## config.mk

```make
export PLATFORM = sky130hd
export DESIGN_NAME = mem_access_unit_flat
export DESIGN_NICKNAME = d
export VERILOG_FILES = /design/src/rtl/mem_access_unit_if.sv /design/src/rtl/mem_access_unit.sv /design/src/flat_wrapper.sv
export SDC_FILE = /design/constraint.sdc
export NUM_CORES = 1
export LEC_CHECK = 0
export CAP_MARGIN = 20
export CORE_MARGIN = 1
export CORE_UTILIZATION = 40
export DETAILED_ROUTE_END_ITERATION = 10
export GPL_ROUTABILITY_DRIVEN = 0
export PLACE_DENSITY = 0.73
export SYNTH_ARGS = -nofsm -noshare
export SYNTH_HDL_FRONTEND = slang
export SYNTH_SLANG_ARGS = --single-unit
```

## constraint.sdc

```tcl
create_clock -name clk -period 3.1 [get_ports clk]
set_input_delay 0.62 -clock clk [delete_from_list [all_inputs] [get_ports clk]]
set_output_delay 0.62 -clock clk [all_outputs]
set_load 0.01 [all_outputs]
```

## src/rtl/mem_access_unit_if.sv

```systemverilog
// Bundles the pipeline-side request signals and the data-memory bus of the load/store unit.
// The master modport is the unit's view; slave is the pipeline/memory side.
interface mem_access_unit_if;
  logic        req_valid;
  logic        req_ready;
  logic        is_load;
  logic        is_store;
  logic [2:0]  funct3;
  logic [31:0] addr;
  logic [31:0] store_data;
  logic        mem_req;
  logic        mem_we;
  logic [31:0] mem_addr;
  logic [31:0] mem_wdata;
  logic [3:0]  mem_wstrb;
  logic        mem_ready;
  logic [31:0] mem_rdata;
  logic [31:0] load_data_out;
  logic        done;
  logic        fault;
  logic        stall;

  modport master (
    input  req_valid, is_load, is_store, funct3, addr, store_data, mem_ready, mem_rdata,
    output req_ready, mem_req, mem_we, mem_addr, mem_wdata, mem_wstrb,
           load_data_out, done, fault, stall
  );

  modport slave (
    output req_valid, is_load, is_store, funct3, addr, store_data, mem_ready, mem_rdata,
    input  req_ready, mem_req, mem_we, mem_addr, mem_wdata, mem_wstrb,
           load_data_out, done, fault, stall
  );
endinterface

```

## src/rtl/mem_access_unit.sv

```systemverilog
// RV32I memory-stage load/store unit: validates and formats an access, runs the
// data-memory handshake with a timeout, and extends load data for MEM/WB.
module mem_access_unit #(
  parameter int unsigned TIMEOUT = 16
) (
  input  logic              clk,
  input  logic              rst_n,
  mem_access_unit_if.master bus
);

  localparam int unsigned CNT_W  = 8;
  localparam int unsigned DATA_W = 32;

  typedef enum logic [1:0] {S_IDLE, S_ACCESS, S_RESP} state_t;

  state_t             r_state, w_next;
  logic [CNT_W-1:0]   r_cnt, w_cnt_d, w_cnt_inc;
  logic [2:0]         r_funct3;
  logic [1:0]         r_lane;
  logic               r_is_load;

  logic               w_accept, w_illegal, w_timeout;
  logic [DATA_W-1:0]  w_fmt_wdata, w_ext_data;
  logic [3:0]         w_fmt_wstrb;
  logic [7:0]         w_byte;
  logic [15:0]        w_half;

  logic               w_req_d, w_we_d, w_done_d, w_fault_d, w_ready_d;
  logic [DATA_W-1:0]  w_addr_d, w_wdata_d, w_ldata_d;
  logic [3:0]         w_wstrb_d;

  logic               r_mem_req, r_mem_we, r_done, r_fault, r_req_ready, r_stall;
  logic [DATA_W-1:0]  r_mem_addr, r_mem_wdata, r_load_data;
  logic [3:0]         r_mem_wstrb;

  assign w_accept  = bus.req_valid & (bus.is_load | bus.is_store);
  assign w_cnt_inc = r_cnt + CNT_W'(1);
  assign w_timeout = (w_cnt_inc == CNT_W'(TIMEOUT));

  // Illegal: both flags, unsupported width code, or misaligned address.
  always_comb begin
    w_illegal = 1'b0;
    if (bus.is_load && bus.is_store)                          w_illegal = 1'b1;
    if (bus.funct3[1:0] == 2'b11)                             w_illegal = 1'b1;
    if (bus.funct3 == 3'b110)                                 w_illegal = 1'b1;
    if (bus.is_store && bus.funct3[2])                        w_illegal = 1'b1;
    if (bus.funct3[1:0] == 2'b01 && bus.addr[0])              w_illegal = 1'b1;
    if (bus.funct3[1:0] == 2'b10 && bus.addr[1:0] != 2'b00)   w_illegal = 1'b1;
  end

  always_comb begin
    w_fmt_wdata = bus.store_data;
    w_fmt_wstrb = 4'b1111;
    case (bus.funct3[1:0])
      2'b00: begin
        w_fmt_wdata = {4{bus.store_data[7:0]}};
        w_fmt_wstrb = 4'b0001 << bus.addr[1:0];
      end
      2'b01: begin
        w_fmt_wdata = {2{bus.store_data[15:0]}};
        w_fmt_wstrb = bus.addr[1] ? 4'b1100 : 4'b0011;
      end
      default: ;
    endcase
  end

  always_comb begin
    w_byte = bus.mem_rdata[7:0];
    case (r_lane)
      2'd1:    w_byte = bus.mem_rdata[15:8];
      2'd2:    w_byte = bus.mem_rdata[23:16];
      2'd3:    w_byte = bus.mem_rdata[31:24];
      default: ;
    endcase
    w_half = r_lane[1] ? bus.mem_rdata[31:16] : bus.mem_rdata[15:0];
    case (r_funct3)
      3'b000:  w_ext_data = {{24{w_byte[7]}}, w_byte};
      3'b100:  w_ext_data = {24'd0, w_byte};
      3'b001:  w_ext_data = {{16{w_half[15]}}, w_half};
      3'b101:  w_ext_data = {16'd0, w_half};
      default: w_ext_data = bus.mem_rdata;
    endcase
  end

  // State register plus the request fields latched on accept.
  always_ff @(posedge clk or negedge rst_n) begin
    if (!rst_n) begin
      r_state   <= S_IDLE;
      r_cnt     <= '0;
      r_funct3  <= '0;
      r_lane    <= '0;
      r_is_load <= 1'b0;
    end else begin
      r_state <= w_next;
      r_cnt   <= w_cnt_d;
      if (r_state == S_IDLE && w_accept) begin
        r_funct3  <= bus.funct3;
        r_lane    <= bus.addr[1:0];
        r_is_load <= bus.is_load;
      end
    end
  end

  always_comb begin
    w_next = r_state;
    case (r_state)
      S_IDLE:   if (w_accept) w_next = w_illegal ? S_RESP : S_ACCESS;
      S_ACCESS: if (bus.mem_ready || w_timeout) w_next = S_RESP;
      S_RESP:   w_next = S_IDLE;
      default:  w_next = S_IDLE;
    endcase
  end

  // Next values of the registered outputs; bus fields are zero unless a request is live.
  always_comb begin
    w_req_d   = 1'b0;
    w_we_d    = 1'b0;
    w_addr_d  = '0;
    w_wdata_d = '0;
    w_wstrb_d = '0;
    w_ldata_d = '0;
    w_done_d  = 1'b0;
    w_fault_d = 1'b0;
    w_cnt_d   = '0;
    w_ready_d = (w_next == S_IDLE);
    case (r_state)
      S_IDLE: begin
        if (w_accept && w_illegal) begin
          w_done_d  = 1'b1;
          w_fault_d = 1'b1;
        end else if (w_accept) begin
          w_req_d  = 1'b1;
          w_we_d   = bus.is_store;
          w_addr_d = {bus.addr[31:2], 2'b00};
          if (bus.is_store) begin
            w_wdata_d = w_fmt_wdata;
            w_wstrb_d = w_fmt_wstrb;
          end
        end
      end
      S_ACCESS: begin
        if (bus.mem_ready) begin
          w_done_d  = 1'b1;
          w_ldata_d = r_is_load ? w_ext_data : '0;
        end else if (w_timeout) begin
          w_done_d  = 1'b1;
          w_fault_d = 1'b1;
        end else begin
          w_req_d   = 1'b1;
          w_we_d    = r_mem_we;
          w_addr_d  = r_mem_addr;
          w_wdata_d = r_mem_wdata;
          w_wstrb_d = r_mem_wstrb;
          w_cnt_d   = w_cnt_inc;
        end
      end
      default: ;
    endcase
  end

  always_ff @(posedge clk or negedge rst_n) begin
    if (!rst_n) begin
      r_mem_req   <= 1'b0;
      r_mem_we    <= 1'b0;
      r_mem_addr  <= '0;
      r_mem_wdata <= '0;
      r_mem_wstrb <= '0;
      r_load_data <= '0;
      r_done      <= 1'b0;
      r_fault     <= 1'b0;
      r_req_ready <= 1'b1;
      r_stall     <= 1'b0;
    end else begin
      r_mem_req   <= w_req_d;
      r_mem_we    <= w_we_d;
      r_mem_addr  <= w_addr_d;
      r_mem_wdata <= w_wdata_d;
      r_mem_wstrb <= w_wstrb_d;
      r_load_data <= w_ldata_d;
      r_done      <= w_done_d;
      r_fault     <= w_fault_d;
      r_req_ready <= w_ready_d;
      r_stall     <= ~w_ready_d;
    end
  end

  assign bus.mem_req       = r_mem_req;
  assign bus.mem_we        = r_mem_we;
  assign bus.mem_addr      = r_mem_addr;
  assign bus.mem_wdata     = r_mem_wdata;
  assign bus.mem_wstrb     = r_mem_wstrb;
  assign bus.load_data_out = r_load_data;
  assign bus.done          = r_done;
  assign bus.fault         = r_fault;
  assign bus.req_ready     = r_req_ready;
  assign bus.stall         = r_stall;

endmodule

```

## src/flat_wrapper.sv

```systemverilog
// flat-port wrapper written by rule: the top's interface ports become plain ports
module mem_access_unit_flat 
#(
  parameter int unsigned TIMEOUT = 16
)
  (clk, rst_n, bus_req_valid, bus_is_load, bus_is_store, bus_funct3, bus_addr, bus_store_data, bus_mem_ready, bus_mem_rdata, bus_req_ready, bus_mem_req, bus_mem_we, bus_mem_addr, bus_mem_wdata, bus_mem_wstrb, bus_load_data_out, bus_done, bus_fault, bus_stall);
  mem_access_unit_if bus_i ();
  input  logic clk;
  input  logic rst_n;
  input wire logic [$bits(bus_i.req_valid)-1:0] bus_req_valid;
  input wire logic [$bits(bus_i.is_load)-1:0] bus_is_load;
  input wire logic [$bits(bus_i.is_store)-1:0] bus_is_store;
  input wire logic [$bits(bus_i.funct3)-1:0] bus_funct3;
  input wire logic [$bits(bus_i.addr)-1:0] bus_addr;
  input wire logic [$bits(bus_i.store_data)-1:0] bus_store_data;
  input wire logic [$bits(bus_i.mem_ready)-1:0] bus_mem_ready;
  input wire logic [$bits(bus_i.mem_rdata)-1:0] bus_mem_rdata;
  output wire logic [$bits(bus_i.req_ready)-1:0] bus_req_ready;
  output wire logic [$bits(bus_i.mem_req)-1:0] bus_mem_req;
  output wire logic [$bits(bus_i.mem_we)-1:0] bus_mem_we;
  output wire logic [$bits(bus_i.mem_addr)-1:0] bus_mem_addr;
  output wire logic [$bits(bus_i.mem_wdata)-1:0] bus_mem_wdata;
  output wire logic [$bits(bus_i.mem_wstrb)-1:0] bus_mem_wstrb;
  output wire logic [$bits(bus_i.load_data_out)-1:0] bus_load_data_out;
  output wire logic [$bits(bus_i.done)-1:0] bus_done;
  output wire logic [$bits(bus_i.fault)-1:0] bus_fault;
  output wire logic [$bits(bus_i.stall)-1:0] bus_stall;
  assign bus_i.req_valid = bus_req_valid;
  assign bus_i.is_load = bus_is_load;
  assign bus_i.is_store = bus_is_store;
  assign bus_i.funct3 = bus_funct3;
  assign bus_i.addr = bus_addr;
  assign bus_i.store_data = bus_store_data;
  assign bus_i.mem_ready = bus_mem_ready;
  assign bus_i.mem_rdata = bus_mem_rdata;
  assign bus_req_ready = bus_i.req_ready;
  assign bus_mem_req = bus_i.mem_req;
  assign bus_mem_we = bus_i.mem_we;
  assign bus_mem_addr = bus_i.mem_addr;
  assign bus_mem_wdata = bus_i.mem_wdata;
  assign bus_mem_wstrb = bus_i.mem_wstrb;
  assign bus_load_data_out = bus_i.load_data_out;
  assign bus_done = bus_i.done;
  assign bus_fault = bus_i.fault;
  assign bus_stall = bus_i.stall;
  mem_access_unit #(.TIMEOUT(TIMEOUT)) u_core (.clk(clk), .rst_n(rst_n), .bus(bus_i));
endmodule
```

== Word-level counts from Yosys, hierarchy flattened ==
Index checks and enable logic that the tools add are counted.

* Mux-type cells: 53
* Add/sub/neg operators: 1
* Bitwise operators: 3
* Equal/unequal tests: 13
* Shifts and indexed selects: 1
* Magnitude comparators: 0
* Div/mod/pow operators: 0
* Multipliers: 0
* Reduce and logical (&&, ||, !) cells: 12

{| class="wikitable"
|+ Operators by type and width
! cell !! number
|-
| 32-bit 2-to-1 mux || 10
|-
| 32-bit one-hot mux with 2 select lines || 3
|-
| 32-bit one-hot mux with 4 select lines || 1
|-
| 4-bit 2-to-1 mux || 6
|-
| 8-bit 2-to-1 mux || 3
|-
| 8-bit one-hot mux with 3 select lines || 1
|-
| 1-bit 2-to-1 mux || 18
|-
| 16-bit 2-to-1 mux || 1
|-
| 4-bit one-hot mux with 2 select lines || 2
|-
| 3-bit equality test, second input constant || 3
|-
| 8-bit by 1-bit adder with 8-bit output, second input constant || 1
|-
| 2-bit equality test, second input constant || 4
|-
| 8-bit by 5-bit equality test with 1-bit output, second input constant || 1
|-
| 1-bit one-hot mux with 2 select lines || 4
|-
| 2-bit by 1-bit equality test with 1-bit output, second input constant || 3
|-
| 1-bit logical AND || 6
|-
| 2-bit zero test || 3
|-
| 2-bit 2-to-1 mux || 3
|-
| 2-bit one-hot mux with 2 select lines || 1
|-
| 1-bit by 2-bit << shifter with 4-bit output, first input constant || 1
|-
| 3-bit by 1-bit equality test with 1-bit output, second input constant || 1
|-
| 3-bit zero test || 1
|-
| 3-bit by 2-bit inequality test with 1-bit output, second input constant || 1
|-
| 2-bit nonzero test || 1
|-
| 4 further kinds || 4
|}

* Input port bits: 105
* Logic and storage cells: 98
* ROM bits: 0
* Bits in latches: 0
* Memories kept: 0
* Register bits after elaboration: 122
* Output and inout port bits: 106
* Bits in writable memories: 0

== Depth between registers and ports, before layout ==
Gate-level depths: netlist (run 1).

* Word-level depth: 12
* Mapped depth: 7

== Worst setup path after synthesis (run 1) ==
OpenSTA, ideal clock, no wires.

* Path kind: input to register
* From: in bus_funct3[0]
* To: reg u_core.r_mem_wdata[24] (netlist: u_core.bus.mem_wdata[24])
* Arrival: 1.789 ns
* Buffers on the path: 3
* Setup slack: 1.246 ns
* Library setup time: 0.065 ns
* Stages: 7
* Required time: 3.035 ns
* Cell sequence: buf_6 o41ai_2 o211a_1 and3_1 buf_6 buf_12 a22o_1

* Word-level cells in the longest chain between the ends: 9

{| class="wikitable"
|+ RTL lines
! item !! RTL line !! text
|-
| start, declared || flat_wrapper.sv:13 || <nowiki>input wire logic [$bits(bus_i.funct3)-1:0] bus_funct3;</nowiki>
|-
| 2-bit equality test || mem_access_unit.sv:44 || <nowiki>if (bus.funct3[1:0] == 2'b11) w_illegal = 1'b1;</nowiki>
|-
| 1-bit 2-to-1 mux || mem_access_unit.sv:44 ||
|-
| 1-bit 2-to-1 mux || mem_access_unit.sv:45 || <nowiki>if (bus.funct3 == 3'b110) w_illegal = 1'b1;</nowiki>
|-
| 1-bit 2-to-1 mux || mem_access_unit.sv:46 || <nowiki>if (bus.is_store && bus.funct3[2]) w_illegal = 1'b1;</nowiki>
|-
| 1-bit 2-to-1 mux || mem_access_unit.sv:47 || <nowiki>if (bus.funct3[1:0] == 2'b01 && bus.addr[0]) w_illegal = 1'b1;</nowiki>
|-
| 1-bit 2-to-1 mux || mem_access_unit.sv:48 || <nowiki>if (bus.funct3[1:0] == 2'b10 && bus.addr[1:0] != 2'b00) w_illegal = 1'b1;</nowiki>
|-
| 1-bit logical AND || mem_access_unit.sv:128 || <nowiki>if (w_accept && w_illegal) begin</nowiki>
|-
| 32-bit 2-to-1 mux (*) || mem_access_unit.sv:128 ||
|-
| 32-bit one-hot mux with 2 select lines (*) || mem_access_unit.sv:126 || <nowiki>case (r_state)</nowiki>
|-
| end signal, assigned || mem_access_unit.sv:177 || <nowiki>r_mem_wdata <= w_wdata_d;</nowiki>
|-
| end, declared || mem_access_unit.sv:33 || <nowiki>logic [DATA_W-1:0] r_mem_addr, r_mem_wdata, r_load_data;</nowiki>
|}

Mark *: on every way between the ends. The rest lies on a longest branch, timed or not.
A chain may end at the register's enable or synchronous reset.

== Worst setup path in the final report (run 1) ==
* From: in bus_addr[0]
* To: reg u_core.r_mem_wdata[4] (netlist: u_core.bus.mem_wdata[4])

* Word-level cells in the longest chain between the ends: 6

{| class="wikitable"
|+ RTL lines
! item !! RTL line !! text
|-
| start, declared || flat_wrapper.sv:14 || <nowiki>input wire logic [$bits(bus_i.addr)-1:0] bus_addr;</nowiki>
|-
| 1-bit logical AND or 2-bit nonzero test (tied branches) || mem_access_unit.sv:47, mem_access_unit.sv:48 ||
|-
| 1-bit 2-to-1 mux or 1-bit logical AND (tied branches) || mem_access_unit.sv:47, mem_access_unit.sv:48 ||
|-
| 1-bit 2-to-1 mux (*) || mem_access_unit.sv:48 ||
|-
| 1-bit logical AND (*) || mem_access_unit.sv:128 ||
|-
| 32-bit 2-to-1 mux (*) || mem_access_unit.sv:128 ||
|-
| 32-bit one-hot mux with 2 select lines (*) || mem_access_unit.sv:126 ||
|}

Marked as above.

==> summary.md, run 1 <==
| Metric | Value |
|---|---|
| Routed wire length | `14.44 mm` |
| First-pass GRT wire length | `22.48 mm` |
| Highest Clock Rate | `0.4545 GHz` |
| Final setup fails | `0` |
| Syn avg cell area | `11.59 um2` |
| Synth warn | `0` |
| Initial Util | `40.94%` |
| Share of layout cells above drive strength 1 | `7.508%` |
| Largest net degree at the start of global routing | `73` |
| Power Dens Cells | `532.1 nW/um2` |
| CP delay by family, top | `compound AO/OA/AOI/OAI gates` |
| Clock latency on the worst-skew pair | `0.41 ns` |
| Final period utilization | `70.97%` |
| Most common cell after layout, fill and taps aside | `clkdlybuf4s50_1` |
| Initial antenna violation count | `0` |
| Worst path slowest cell | `and3_1` |
| Hold-fix buffers at CTS | `0` |
| Max Cap Violations | `0` |
| Row Count | `41` |
| CP max stage delay | `0.58 ns` |
| CTS clock-pin slew for the worst setup and hold paths | `0.05 ns` |
| P_leak | `3.639 nW` |
| Hpwl dp | `10.31 mm` |
| Nets | `759` |
| Drt drc | `0` |
| CP bufs+invs | `1` |
| Die Width | `115.4 um` |
| Initial DRT Pass Iterations | `4` |
| Via count | `4227` |
| Worst path required time | `3.43 ns` |
| Final hold vios | `0` |
| Cell Chain, Critical Path | `clkdlybuf4s50_1 > o41ai_2 > o211a_1 > and3_1 > a22o_1` |
| Setup Buffers After CTS | `0` |
| Critical path startpoint category | `input port` |
| Fill cell count | `1032` |
| Unique cell type count in the Yosys netlist | `45` |
| Seq/Total Area, Yosys | `58.39%` |
| HP Class | `input port to asynchronous set/reset pin` |
| Met2 wire length | `6.946 mm` |
| Clk sink count | `120` |
| Cts repair resizes | `0` |
| CTS Root Cell | `clkbuf_16` |
| Area growth, synth to finish | `54.69%` |
| DRT antenna net count | `0` |
| Post-synthesis cell area | `5145 um2` |
| Number of buffers created by CTS | `17` |
| Unrepaired setup endpoints after global routing | `no` |
| Setup Crit Path Kind | `input port to flop` |
| Fin crit period | `2.200 ns` |
| Final count of pins violating max slew | `0` |
| Die H | `115.4 um` |
| Crit. End Element | `flop` |
| Vias in the first global route | `4487` |
| Mapped Cells | `444` |
| Synth Register Bits | `120` |
| Ys async rst share | `100.0%` |
| CORE AREA | `12570 um2` |
| Clock buffer depth | `2` |
| Die area | `13320 um2` |
| Uppermost routed layer | `met4` |
| IO buf count | `208` |
| Commonest cells after routing, fill and taps aside | `clkdlybuf4s50_1 (207), dfrtp_1 (119), nand2_1 (55)` |
| Maximum VDD drop | `268.3 uV` |
| CP Max Fanout | `17` |
| Met3 WL post-DR | `1.272 mm` |
| Status | `finished, final reports clean` |
| ANT cells | `0` |
| CTS tree | `built` |
| DP Worst Slack | `0.4804 ns` |
| Predominant post-synthesis flop cell | `dfrtp_1` |
| Htree depth | `4` |
| Initial DRC count | `219` |
| Slew of the pin with the lowest slew margin | `0.9704 ns` |
| Rel. slew slack | `35.07%` |
| Grt total ovfl | `0` |
| Total Negative Setup Slacks | `0 ns` |
| Average wire per standard cell | `17.24 um` |
| DR vias/cell | `5.044` |
| WL met1 | `5.916 mm` |
| CP arrival | `2.53 ns` |
| GR Util All Layers | `22.47%` |
| Setup slack after layout | `0.9000 ns` |
| Clk_skew | `0.006056 ns` |
| Io pins | `211` |
| EDFF count, synth | `0` |
## worst register-to-register path, delay by kind of cell (launching register included)
| kind | cells | cell delay [ns] |
|---|---|---|
| DFF | 1 | 0.54 |
| AOI/OAI and AO/OA | 2 | 0.37 |
| and+or+nand+nor | 2 | 0.87 |
## cells in the mapped netlist, types with 2 or more instances
cell type / instances / share of area (%)
mux2_2: 2 / 0.44
o2bb2ai_1: 27 / 4.6
xnor2_1: 2 / 0.34
buf_2: 10 / 0.97
clkbuf_1: 12 / 0.88
mux2i_1: 34 / 6.6
or2_1: 3 / 0.36
nor3_1: 2 / 0.19
a22o_1: 46 / 7.8
a21oi_1: 19 / 1.8
dfrtp_1: 119 / 58
nand4b_1: 2 / 0.34
nor2_1: 19 / 1.4
and2_1: 4 / 0.49
buf_4: 5 / 0.73
xor2_1: 4 / 0.68
inv_1: 12 / 0.88
o21ai_0: 12 / 1.2
nand2_1: 55 / 4.0
nor2b_1: 9 / 1.1
nand2b_1: 5 / 0.61
nand3_1: 3 / 0.29
o22ai_1: 4 / 0.49
buf_6: 2 / 0.44
mux2_1: 4 / 0.88
o21ai_1: 9 / 0.88
## registers in the layout, indices dropped and copies added (netlist names)
name,cells
u_core.bus.load_data_out,32
u_core.bus.mem_wdata,32
u_core.bus.mem_addr,30
u_core.r_cnt,8
u_core.bus.mem_wstrb,4
u_core.r_funct3,3
u_core.r_lane,2
u_core.r_state,2
u_core.bus.done,1
u_core.bus.fault,1
u_core.bus.mem_req,1
u_core.bus.mem_we,1
u_core.bus.req_ready,1
u_core.bus.stall,1
u_core.r_is_load,1
## final timing paths
path                                                 from                                     to  slack (ns)  depth (start not counted)
max                                           bus_addr[0]    u_core.bus.mem_wdata[4]$_DFFE_PN0P_        0.90                          5
min                                                 rst_n  u_core.bus.load_data_out[5]$_DFF_PN0_        0.19                          1
max reg2reg                u_core.r_funct3[0]$_DFFE_PN0P_  u_core.bus.load_data_out[4]$_DFF_PN0_        1.22                          4
min reg2reg                 u_core.bus.mem_we$_DFFE_PN0P_          u_core.bus.mem_we$_DFFE_PN0P_        0.47                          1
max in group asynchronous                           rst_n              u_core.r_cnt[1]$_DFF_PN0_        2.00                          2
min in group clk            u_core.bus.mem_we$_DFFE_PN0P_          u_core.bus.mem_we$_DFFE_PN0P_        0.47                          1
## cell type report
cell class	instances	area, um2	area share, %
sequential	120	3004	37.75
inverter	12	45.04	0.5659
clock buffer	21	460.4	5.785
clock inverter	11	123.9	1.556
multi-input combinational	282	1928	24.23
timing repair buffer	220	2182	27.42
tap	172	215.2	2.704
## kinds of logic (layout without fill, tap and decap cells)
kind of cell,count (synthesis),count (layout),synth area share [%]
compound gates,123,123,17.97
xor+xnor,6,6,1.021
buf+inv,43,264,4.353
fa+ha+maj,1,1,0.2432
other cells,1,2,0.07289
mux,40,40,7.928
simple gates,110,110,10.02
flops,120,120,58.39
## report_power, final
part           switching (W)  internal [W]
sequential         0.0000819       0.00164
combinational       0.000271      0.000322
clock               0.000700       0.00122
## routing by layer
layer  vias up  track usage [%]
met2       182            38.32
met3        23            8.525
li1       1999                -
met5         -                0
met1      2023            25.38
met4         0            9.091
## per-stage QoR
stage | power, W | hold slack, ns | utilization (%) | instances | instance area [um2]
finish | 0.004235 | 0.1931 | 63.32 | 838 | 7959
global route | 0.004419 | 0.2237 | 63.32 | 838 | 7959
CTS | 0.004275 | 0.2072 | 63.32 | 838 | 7959
detailed placement | 0.002339 | 0.4658 | 58.68 | 806 | 7375
global placement | 0.002326 | 0.4619 | 58.68 | 806 | 7375
floorplan | 0.002000 | 0.3244 | - | 445 | 5149
No activity file was read; power rests on OpenSTA's default activity.
==> run 2, diff against run 1 <==
--- a/config.mk
+++ b/config.mk
@@ -7,10 +7,10 @@
 export LEC_CHECK = 0
 export CAP_MARGIN = 20
 export CORE_MARGIN = 1
-export CORE_UTILIZATION = 40
+export CORE_UTILIZATION = 39
 export DETAILED_ROUTE_END_ITERATION = 10
 export GPL_ROUTABILITY_DRIVEN = 0
-export PLACE_DENSITY = 0.73
+export PLACE_DENSITY = 0.75
 export SYNTH_ARGS = -nofsm -noshare
 export SYNTH_HDL_FRONTEND = slang
 export SYNTH_SLANG_ARGS = --single-unit
==> constraint.sdc (replaced) <==
create_clock -name clk -period 1.84 [get_ports clk]
set_input_delay 0.368 -clock clk [delete_from_list [all_inputs] [get_ports clk]]
set_output_delay 0.368 -clock clk [all_outputs]
set_load 0.01 [all_outputs]
==> run 2 against run 1 <==
Against the previous run: sequential share of layout area decreased by 1.3 points; cell area increased by 3.6%; die area increased by 2.5%; clock power increased by 89%; flip-flop and latch count unchanged; combinational power increased by 87%; clock skew about the same; critical path depth decreased by 4; largest cell class unchanged; register-to-register slack got worse by 1.1 ns; non-clock buffer count increased by 19; largest power group unchanged.
==> summary.md, run 2 (synthesis gave the netlist of run 1 again) <==
| Metric | Value |
|---|---|
| Status | `finished, final reports clean` |
| Final count of pins violating max slew | `0 (unchanged)` |
| Maximum VDD drop | `583.9 uV (+120%)` |
| Fill cell count | `1025 (-0.68%)` |
| Final setup fails | `0 (unchanged)` |
| IO buf count | `208 (unchanged)` |
| Io pins | `211 (unchanged)` |
| Clk_skew | `0.006226 ns (+0.0001700 ns)` |
| P_leak | `3.798 nW (+4.4%)` |
| Setup Buffers After CTS | `0 (unchanged)` |
| CTS tree | `built` |
| CTS Root Cell | `clkbuf_16` |
| Initial DRT Pass Iterations | `4 (unchanged)` |
| Net Sw Frac | `23.23% (-1.6 points)` |
| Htree depth | `4 (unchanged)` |
| CP arrival | `1.36 ns (-1.17 ns)` |
| DRT antenna net count | `0 (unchanged)` |
| Cell Chain, Critical Path | `clkdlybuf4s50_1` |
| Slew of the pin with the lowest slew margin | `0.5118 ns (-0.4585 ns)` |
| Hpwl dp | `10.56 mm (+2.5%)` |
| Initial antenna violation count | `0 (unchanged)` |
| Power Internal | `0.005828 W (+83%)` |
| HP Class | `flop to flop` |
| Die Width | `116.9 um (+1.3%)` |
| Commonest cells after routing, fill and taps aside | `clkdlybuf4s50_1 (206), dfrtp_1 (119), nand2_1 (55)` |
| Die area | `13660 um2 (+2.5%)` |
| Drt drc | `0 (unchanged)` |
| CP max stage delay | `0.56 ns (-0.02 ns)` |
| Placed cells | `824 (+2.2%)` |
| Average wire per standard cell | `16.63 um (-3.5%)` |
| Initial Util | `40.44% (-0.50 points)` |
| Worst path slowest cell | `clkdlybuf4s50_1` |
| Number of buffers created by CTS | `17 (unchanged)` |
| Critical path startpoint category | `flop` |
| Worst path required time | `1.47 ns (-1.96 ns)` |
| Area growth, synth to finish | `60.21%` |
| ANT cells | `0 (unchanged)` |
| Initial DRC count | `228 (+4.1%)` |
| CORE AREA | `12720 um2 (+1.2%)` |
| Max Cap Violations | `0 (unchanged)` |
| Setup Crit Path Kind | `flop to output port` |
| Seq pwr share | `37.5% (-3.1 points)` |
| Clock latency on the worst-skew pair | `0.41 ns (about the same)` |
| Final hold vios | `0 (unchanged)` |
| Rel. slew slack | `65.88% (+31 points)` |
| Clock buffer depth | `2 (unchanged)` |
| CP Max Fanout | `2 (-15)` |
| Die H | `116.9 um (+1.3%)` |
| Fin cells | `857 (+2.3%)` |
| Via count | `4356 (+3.1%)` |
| DR vias/cell | `5.083 (+0.77%)` |
| Grt total ovfl | `0 (unchanged)` |
| Highest Clock Rate | `0.5780 GHz` |
| Crit. End Element | `output port` |
| CTS clock-pin slew for the worst setup and hold paths | `0.05 ns (about the same)` |
| Nets | `778 (+2.5%)` |
| Clk sink count | `120 (unchanged)` |
| Share of layout cells above drive strength 1 | `10.22% (+2.7 points)` |
| Most common cell after layout, fill and taps aside | `clkdlybuf4s50_1` |
| Routed wire length | `14.25 mm (-1.4%)` |
| First-pass GRT wire length | `22.18 mm (-1.4%)` |
| Power Dens Cells | `921.0 nW/um2 (+73%)` |
| Area after DPL | `7572 um2 (+2.7%)` |
| Largest net degree at the start of global routing | `40 (-45%)` |
| CP bufs+invs | `1 (unchanged)` |
| Fin crit period | `1.730 ns` |
| Final period utilization | `94.02%` |
| Comb power frac | `14.7% (+0.7 points)` |
| CP delay by family, top | `buffers and inverters` |
| GR Util All Layers | `21.62% (-0.85 points)` |
| Design area | `8243 um2 (+3.6%)` |
| Row Count | `41 (unchanged)` |
| Unrepaired setup endpoints after global routing | `no` |
| Switching Power | `0.001764 W (+67%)` |
| Clock share of power | `47.9% (+2.5 points)` |
| Vias in the first global route | `4395 (-2.1%)` |
## run 2: cell count changes in the layout (fill, tap and decap cells not counted)
cell / delta
clkinvlp_4: -2
dlygate4sd3_1: +1
ha_1: -1
buf_12: +5
clkdlybuf4s50_1: -1
clkbuf_1: -1
buf_4: +13
dlymetal6s2s_1: +1
ha_2: +1
bufinv_16: +3
## run 2: stage by stage
stage	hold WS [ns]	utilization (%)	setup TNS, ns	total power, W	setup slack (ns)
6_report	0.4790	64.79	0	0.007591	0.1100
5_1_grt	0.4992	64.79	0	0.007880	0.005998
4_1_cts	0.4856	64.75	0	0.007659	0.006562
3_5_place_dp	0.3813	59.52	-12.54	0.004004	-0.2115
3_3_place_gp	0.3672	59.52	-10.66	0.003982	-0.1674
2_1_floorplan	0.07241	-	0	0.003370	0.2377
## run 2: layout make-up
class                      count  area (um2)  area share [%]
multi-input combinational    282        1931           23.42
inverter                      12       45.04          0.5464
timing repair buffer         239        2392           29.02
clock inverter                12       198.9           2.413
clock buffer                  20       456.7           5.540
tap                          172       215.2           2.611
sequential                   120        3004           36.45
## run 2: timing repair
item                       4_1_cts  5_1_grt
hold endpoints to repair        36        0
setup endpoints to repair        0       44
hold buffers                     1        0
resized for setup                0        2
## run 2: metal layers
| metal | vias to the layer above | wire (um) | global-route usage [%] |
|---|---|---|---|
| li1 | 2031 | - | - |
| met1 | 2103 | 5705 | 26.03 |
| met2 | 191 | 6850 | 35.42 |
| met3 | 31 | 1277 | 7.209 |
| met4 | 0 | 414 | 9.620 |
| met5 | - | 0 | 0 |
## run 2: power groups by stage
| stage | registers (W) | clock network [W] | logic [W] |
|---|---|---|---|
| after detailed placement | 0.00289 | 0 | 0.00112 |
| after floorplan | 0.00290 | 0 | 0.000468 |
| after CTS | 0.00284 | 0.00369 | 0.00112 |
| final | 0.00284 | 0.00363 | 0.00111 |
| after global routing | 0.00286 | 0.00381 | 0.00121 |
| after global placement | 0.00289 | 0 | 0.00110 |
## run 2: final timing paths
check | start | end | slack, ns | cells past startpoint
max in group asynchronous | rst_n | u_core.r_funct3[0]$_DFFE_PN0P_ | 0.70 | 3
min | u_core.bus.mem_we$_DFFE_PN0P_ | u_core.bus.mem_we$_DFFE_PN0P_ | 0.48 | 1
min reg2reg | u_core.bus.mem_we$_DFFE_PN0P_ | u_core.bus.mem_we$_DFFE_PN0P_ | 0.48 | 1
max reg2reg | u_core.r_cnt[0]$_DFF_PN0_ | u_core.bus.mem_addr[22]$_DFFE_PN0P_ | 0.12 | 7
min in group asynchronous | rst_n | u_core.r_cnt[6]$_DFF_PN0_ | 0.53 | 2
max | u_core.bus.mem_wdata[28]$_DFFE_PN0P_ | bus_mem_wdata[28] | 0.11 | 1
==> run 3, diff against run 2 <==
--- a/config.mk
+++ b/config.mk
@@ -10,6 +10,7 @@
 export CORE_UTILIZATION = 39
 export DETAILED_ROUTE_END_ITERATION = 10
 export GPL_ROUTABILITY_DRIVEN = 0
+export HOLD_SLACK_MARGIN = 0.08
 export PLACE_DENSITY = 0.75
 export SYNTH_ARGS = -nofsm -noshare
 export SYNTH_HDL_FRONTEND = slang
==> results of run 3 <==
Same layout as run 2: the final DEF is identical, and so are final timing and power.
